## src/rtl/shift_seq_ctrl_pkg.sv

```systemverilog
// Shared definitions for the shift-register sequencer.
// FSM state encoding used by shift_seq_ctrl.
package shift_seq_ctrl_pkg;

    typedef enum logic [1:0] {
        ST_IDLE  = 2'd0,
        ST_LOAD  = 2'd1,
        ST_SHIFT = 2'd2,
        ST_DONE  = 2'd3
    } state_t;

endpackage

```

## src/rtl/shift_seq_ctrl_counter.sv

```systemverilog
// Loadable shift-step down-counter.
// Clamps the requested count to MAX_COUNT and flags zero/one.
module shift_seq_ctrl_counter #(
    parameter int CNT_W     = 4,
    parameter int MAX_COUNT = 7,
    parameter int CW        = $clog2(MAX_COUNT + 1)
) (
    input  logic             clk,
    input  logic             rst,
    input  logic             i_load,
    input  logic [CNT_W-1:0] i_count,
    input  logic             i_dec,
    output logic [CW-1:0]    o_cnt,
    output logic             o_cnt_zero,
    output logic             o_cnt_one
);

    localparam logic [CNT_W-1:0] MAXC = CNT_W'(MAX_COUNT);

    logic [CW-1:0] r_cnt;
    logic [CW-1:0] w_clamped;

    assign w_clamped = (i_count > MAXC) ? CW'(MAX_COUNT) : CW'(i_count);

    always_ff @(posedge clk or posedge rst) begin
        if (rst) begin
            r_cnt <= '0;
        end else if (i_load) begin
            r_cnt <= w_clamped;
        end else if (i_dec && (r_cnt != '0)) begin
            r_cnt <= r_cnt - CW'(1);
        end
    end

    assign o_cnt      = r_cnt;
    assign o_cnt_zero = (r_cnt == '0);
    assign o_cnt_one  = (r_cnt == CW'(1));

endmodule

```

## src/rtl/shift_seq_ctrl.sv

```systemverilog
// Sequencer for an external parallel-load shift register.
// Loads a value, lets it shift N clocks, then freezes and returns it.
module shift_seq_ctrl
    import shift_seq_ctrl_pkg::*;
#(
    parameter int WIDTH     = 8,
    parameter int CNT_W     = 4,
    parameter int MAX_COUNT = 7
) (
    input  logic             clk,
    input  logic             rst,
    input  logic             cmd_valid,
    output logic             cmd_ready,
    input  logic [WIDTH-1:0] cmd_data,
    input  logic [CNT_W-1:0] cmd_count,
    input  logic [WIDTH-1:0] sr_po,
    output logic             sr_load,
    output logic [WIDTH-1:0] sr_load_value,
    output logic             res_valid,
    input  logic             res_ready,
    output logic [WIDTH-1:0] res_data,
    output logic             busy
);

    localparam int CW = $clog2(MAX_COUNT + 1);

    state_t           r_state;
    state_t           w_next;
    logic [WIDTH-1:0] r_data_q;
    logic             w_accept;
    logic             w_dec;
    logic             w_cnt_zero;
    logic             w_cnt_one;
    logic [CW-1:0]    w_cnt;

    assign w_accept = cmd_valid && (r_state == ST_IDLE);
    assign w_dec    = (r_state == ST_SHIFT);

    shift_seq_ctrl_counter #(
        .CNT_W     (CNT_W),
        .MAX_COUNT (MAX_COUNT),
        .CW        (CW)
    ) u_counter (
        .clk        (clk),
        .rst        (rst),
        .i_load     (w_accept),
        .i_count    (cmd_count),
        .i_dec      (w_dec),
        .o_cnt      (w_cnt),
        .o_cnt_zero (w_cnt_zero),
        .o_cnt_one  (w_cnt_one)
    );

    always_ff @(posedge clk or posedge rst) begin
        if (rst) begin
            r_state  <= ST_IDLE;
            r_data_q <= '0;
        end else begin
            r_state <= w_next;
            if (w_accept) begin
                r_data_q <= cmd_data;
            end
        end
    end

    always_comb begin
        w_next = r_state;
        unique case (r_state)
            ST_IDLE:  if (cmd_valid) w_next = ST_LOAD;
            ST_LOAD:  w_next = w_cnt_zero ? ST_DONE : ST_SHIFT;
            ST_SHIFT: if (w_cnt_one) w_next = ST_DONE;
            ST_DONE:  if (res_ready) w_next = ST_IDLE;
            default:  w_next = ST_IDLE;
        endcase
    end

    // IDLE and DONE reload the register with its own output to freeze it.
    always_comb begin
        cmd_ready     = 1'b0;
        sr_load       = 1'b1;
        sr_load_value = sr_po;
        res_valid     = 1'b0;
        busy          = 1'b1;
        unique case (r_state)
            ST_IDLE: begin
                cmd_ready = 1'b1;
                busy      = 1'b0;
            end
            ST_LOAD: begin
                sr_load_value = r_data_q;
            end
            ST_SHIFT: begin
                sr_load       = 1'b0;
                sr_load_value = r_data_q;
            end
            ST_DONE: begin
                res_valid = 1'b1;
            end
            default: begin
                busy = 1'b0;
            end
        endcase
    end

    assign res_data = sr_po;

endmodule

```

## config.mk

```make
export PLATFORM = sky130hd
export DESIGN_NAME = shift_seq_ctrl
export DESIGN_NICKNAME = d
export VERILOG_FILES = /design/src/rtl/shift_seq_ctrl_pkg.sv /design/src/rtl/shift_seq_ctrl_counter.sv /design/src/rtl/shift_seq_ctrl.sv
export SDC_FILE = /design/constraint.sdc
export NUM_CORES = 1
export LEC_CHECK = 0
export ABC_CLOCK_PERIOD_IN_PS = 1500
export CORE_MARGIN = 2
export CORE_UTILIZATION = 35
export DETAILED_ROUTE_END_ITERATION = 7
export PLACE_DENSITY = 0.86
export SLEW_MARGIN = 30
export SYNTH_ARGS = -nofsm -noshare
export SYNTH_HDL_FRONTEND = slang
export SYNTH_SLANG_ARGS = --single-unit
```

## constraint.sdc

```tcl
create_clock -name clk -period 1.5 [get_ports clk]
set_input_delay 0.3 -clock clk [delete_from_list [all_inputs] [get_ports clk]]
set_output_delay 0.3 -clock clk [all_outputs]
set_load 0.01 [all_outputs]
```

After elaboration in Yosys (flattened, before gate mapping)
Index checks and enable logic that the tools add are counted.
- $lt $le $gt $ge: 1
- muxes and demuxes: 13
- equality and inequality tests: 7
- reductions and logical operators: 8
- add/sub/neg operators: 1
- operators with widths (cell ; count):
    $mux W3 ; 3
    $mux W8 ; 1
    $pmux W2 S4 ; 1
    $mux W2 ; 3
    $ne A2 B2 Y1 const B ; 3
    $mux W1 ; 5
    $eq A2 B2 Y1 const B ; 2
    $gt A4 B3 Y1 const B ; 1
    $eq A3 B1 Y1 const B ; 1
    $logic_not A3 Y1 ; 1
    $reduce_and A3 Y1 ; 1
    $reduce_bool A3 Y1 ; 1
    $sub A3 B1 Y3 const B ; 1
    $eq A2 B1 Y1 const B ; 1
    $logic_and A1 B1 Y1 ; 2
    $logic_not A2 Y1 ; 1
    $reduce_bool A2 Y1 ; 1
    $reduce_or A2 Y1 ; 1
- input bits: 24
- bits in registers: 13
- output and inout bits: 20

Depth between registers and ports, before layout
- depth after elaboration: 4
- depth in mapped cells: 6
- gate-level depth less buffers: 5

By module
From an unflattened synthesis, not the netlist that was laid out.
- cell total of the unflattened synthesis: 81
- area, all modules: 884.6 um2
- modules (own cells, without submodules) (module ; sequential area each (um2) ; cells each ; times used ; area an instance (um2)):
    shift_seq_ctrl ; 250.2 ; 55 ; 1 ; 650.6
    shift_seq_ctrl_counter ; 75.1 ; 26 ; 1 ; 234.0

Worst setup path after synthesis
Ideal clock, no wire load.
- path type: register -> register
- from: register r_state[0]
- to: register r_state[1]
- setup time: 0.128 ns
- path slack: -0.085 ns
- cell stages (with the launch flop): 6
- data required time: 1.372 ns
- arrival: 1.457 ns
- buffers on the path: 0
- cell sequence: dfrtp_1 -> inv_1 -> ha_1 -> and2b_1 -> a211oi_2 -> mux2_1
- word-level cells in the longest chain between the ends: 3
- ends and longest elaborated chain (element ; line ; text):
    start, declared ; shift_seq_ctrl.sv:27 ; state_t r_state;
    start signal, assigned ; shift_seq_ctrl.sv:59 ; r_state <= w_next;
    $eq A2 B2 Y1 or $logic_not A2 Y1 (tied branches) ; shift_seq_ctrl.sv:68 ; unique case (r_state)
    $ne A2 B2 Y1 (no line) ; - ;
    $reduce_and A3 Y1 (no line) ; - ;
Several ways; a longest one is shown, not always the timed one.
A chain may end at the register's enable or synchronous reset.

Final worst setup path
- from: register r_state[0]
- to: output port sr_load_value[7]
- word-level cells in the longest chain between the ends: 3
- ends and longest elaborated chain (element ; line ; text):
    $eq A2 B1 Y1 or $eq A2 B2 Y1 (tied branches) ; shift_seq_ctrl.sv:84 ; unique case (r_state)
    $reduce_or A2 Y1 (no line) * ; - ;
    $mux W8 * ; shift_seq_ctrl.sv:84 ;
    end, declared ; shift_seq_ctrl.sv:18 ; output logic [WIDTH-1:0] sr_load_value,
Every way passes the cells marked *; elsewhere a longest branch is shown, timed or not.

==> results.json <==
{
  "die_height_microns": 53.7,
  "syn_area_per_cell_sq_um": 11.1,
  "synth_area_leaders": "dfrtp_1 (38%), mux2_2 (16%), ha_1 (10%)",
  "synth_cells": 78,
  "viasPerCell": 4.85,
  "crit_path_max_fanout": 4,
  "worstSetupPathType": "reg -> out",
  "drv_cap": 0,
  "vias": 761,
  "wl_mm": 2.20,
  "crit_arrival_ns": 1.54,
  "rsz0062_at_grt": "true",
  "syn2layout_area_growth_pct": 68.0,
  "power_density_nw_per_um2": 2250,
  "drc": 0,
  "synth_cell_types": 24,
  "period_minus_slack_ns": 1.84,
  "utilization_pct": 63.7,
  "hold_violations": 0,
  "grt_usage_pct": 17.2,
  "clk_pin_slew_ns": 0.08,
  "synth_fp_nets": 109,
  "io_pins": 44,
  "core_area_sq_um": 2280,
  "tightestPinTransition_ns": 0.511,
  "grt_start_max_net_pins": 15,
  "worstPathRequired_ns": 1.20,
  "clock_skew_ns": 0.00297,
  "clock_path_buffers": 2,
  "grt_pass1_vias": 839,
  "relSlewSlack_pct": 65.9,
  "clock_sinks": 13,
  "htreeDepth": 1,
  "slew_violations": 0,
  "drive_gt1_share_pct": 41.1,
  "yosysTopAreaCell": "dfrtp_1",
  "final_common_cell": "clkdlybuf4s50_1",
  "post-place-ws_ns": -0.379,
  "clock_latency_ns": 0.27,
  "drt_first_pass_iters": 2,
  "yosys.area.top_type_share_pct": 37.7,
  "die_width_microns": 53.7,
  "postCtsHoldBufs": 0,
  "start_util_pct": 37.9,
  "ys_ff_latch": 13,
  "dp_hpwl_mm": 1.67,
  "cts_buffers": 3,
  "io_buffers": 43,
  "routedWlPerCell_microns": 14.0,
  "syn_area_sq_um": 863,
  "grt_pass1_wl_mm": 3.57,
  "diodes": 0,
  "outcome": "complete, but fails checks",
  "placementRows": 17,
  "ys_seq_area_share_pct": 37.7,
  "endpoint_kind": "output port",
  "finalWorstSetupSlack_ns": -0.344,
  "p_leak_nw": 0.682,
  "worst_setup_path_start_kind": "flip-flop",
  "fmax_mhz": 542,
  "grt-ovfl-total": 0,
  "ir_drop_mv": 1.50,
  "num-nets-final": 161,
  "yosys_warnings": 0,
  "violations": "setup timing",
  "antenna_found_initial": 0,
  "gp_congestion": 0.795,
  "drt-initial-drc-count": 4,
  "tritoncts": "built",
  "hp-class": "in -> async",
  "cts_root_buf": "clkbuf_4",
  "antenna_left": 0,
  "dieArea_sq_um": 2880,
  "period_share_pct": 123,
  "finalSetupViolations": 12,
  "final_cell_mix": "clkdlybuf4s50_1 (23), buf_4 (13), dfrtp_1 (13)"
}
## timing repair
item / in CTS / in global routing
resized for setup: 71 / 2
pin swaps: 3 / 2
setup endpoints to repair: 22 / 14
cloned: 0 / 0
setup buffers: 7 / 1
endpoints found under the hold margin: 0 / 0
## worst paths after layout
kind,start,endpoint,slack [ns],cells past startpoint
worst max-delay path,r_state[0],sr_load_value[7],-0.34,5
worst min-delay path,rst,r_data_q[1],0.37,2
worst max register to register,r_state[0],r_state[1],-0.07,6
worst min register to register,r_data_q[6],r_data_q[6],0.50,1
max in group asynchronous,rst,r_state[0],0.79,2
min in group clk,r_data_q[6],r_data_q[6],0.50,1
## cell usage after synthesis
cell type	instances
a2111o_1	1
a211oi_2	1
a21boi_0	1
a21oi_1	1
a31oi_1	2
a32oi_1	1
and2b_1	1
and4bb_2	1
buf_2	2
buf_4	8
dfrtp_1	13
ha_1	7
inv_1	6
inv_2	1
mux2_1	5
mux2_2	12
nand2_1	1
nand2_2	1
nand2b_4	1
nor2_1	3
nor2b_1	2
nor3_1	3
o21ai_0	2
or3_1	2
## kinds of logic (layout without fill, tap and decap cells)
family | Yosys count | in the layout | share of synthesized area [%]
fa+ha+maj | 7 | 7 | 10.1
simple gates | 15 | 15 | 11.0
flops | 13 | 13 | 37.7
mux | 17 | 17 | 22.2
buf+inv | 17 | 68 | 11.2
compound gates | 9 | 9 | 7.83
## per-stage QoR
step	hold WS, ns	TNS [ns]	std cells	cell area, sq um	power [mW]
3_3_place_gp	0.478	-4.83	146	1350	2.59
3_5_place_dp	0.491	-5.34	146	1350	2.68
4_1_cts	0.378	-2.78	156	1450	3.22
2_1_floorplan	0.177	0	78	912	1.88
5_1_grt	0.403	-3.34	157	1450	3.46
6_report	0.366	-2.84	157	1450	3.26
## layer usage
layer | global-route usage [%] | vias to the layer above | part of all wire, %
met2 | 33.7 | 36 | 54
met4 | 5.13 | 0 | 1.0
met5 | 0 | - | 0
met3 | 5.28 | 4 | 8.9
li1 | - | 364 | -
met1 | 16.8 | 357 | 36
## power by group
group | switching (mW) | internal, mW
combinational | 0.936 | 1.46
clock | 0.114 | 0.103
sequential | 0.115 | 0.537
## layout make-up
class,instances,area (sq um)
Multi-Input combinational cell,48,518
Timing Repair Buffer,57,519
Clock buffer,4,26.3
Inverter,7,26.3
Sequential cell,13,325
Tap cell,28,35.0
Fill cell,164,826
## state kept, by name, summed over array words and instances (netlist names)
name	flops
r_state	2
u_counter.o_cnt	3
r_data_q	8
## worst max-delay path: stages, from the launching register on
cell	delay [ns]
dfrtp_1	0.40
inv_2	0.09
ha_4	0.22
buf_4	0.15
mux2_4	0.30
buf_6	0.12
No activity file was read; power rests on OpenSTA's default activity.
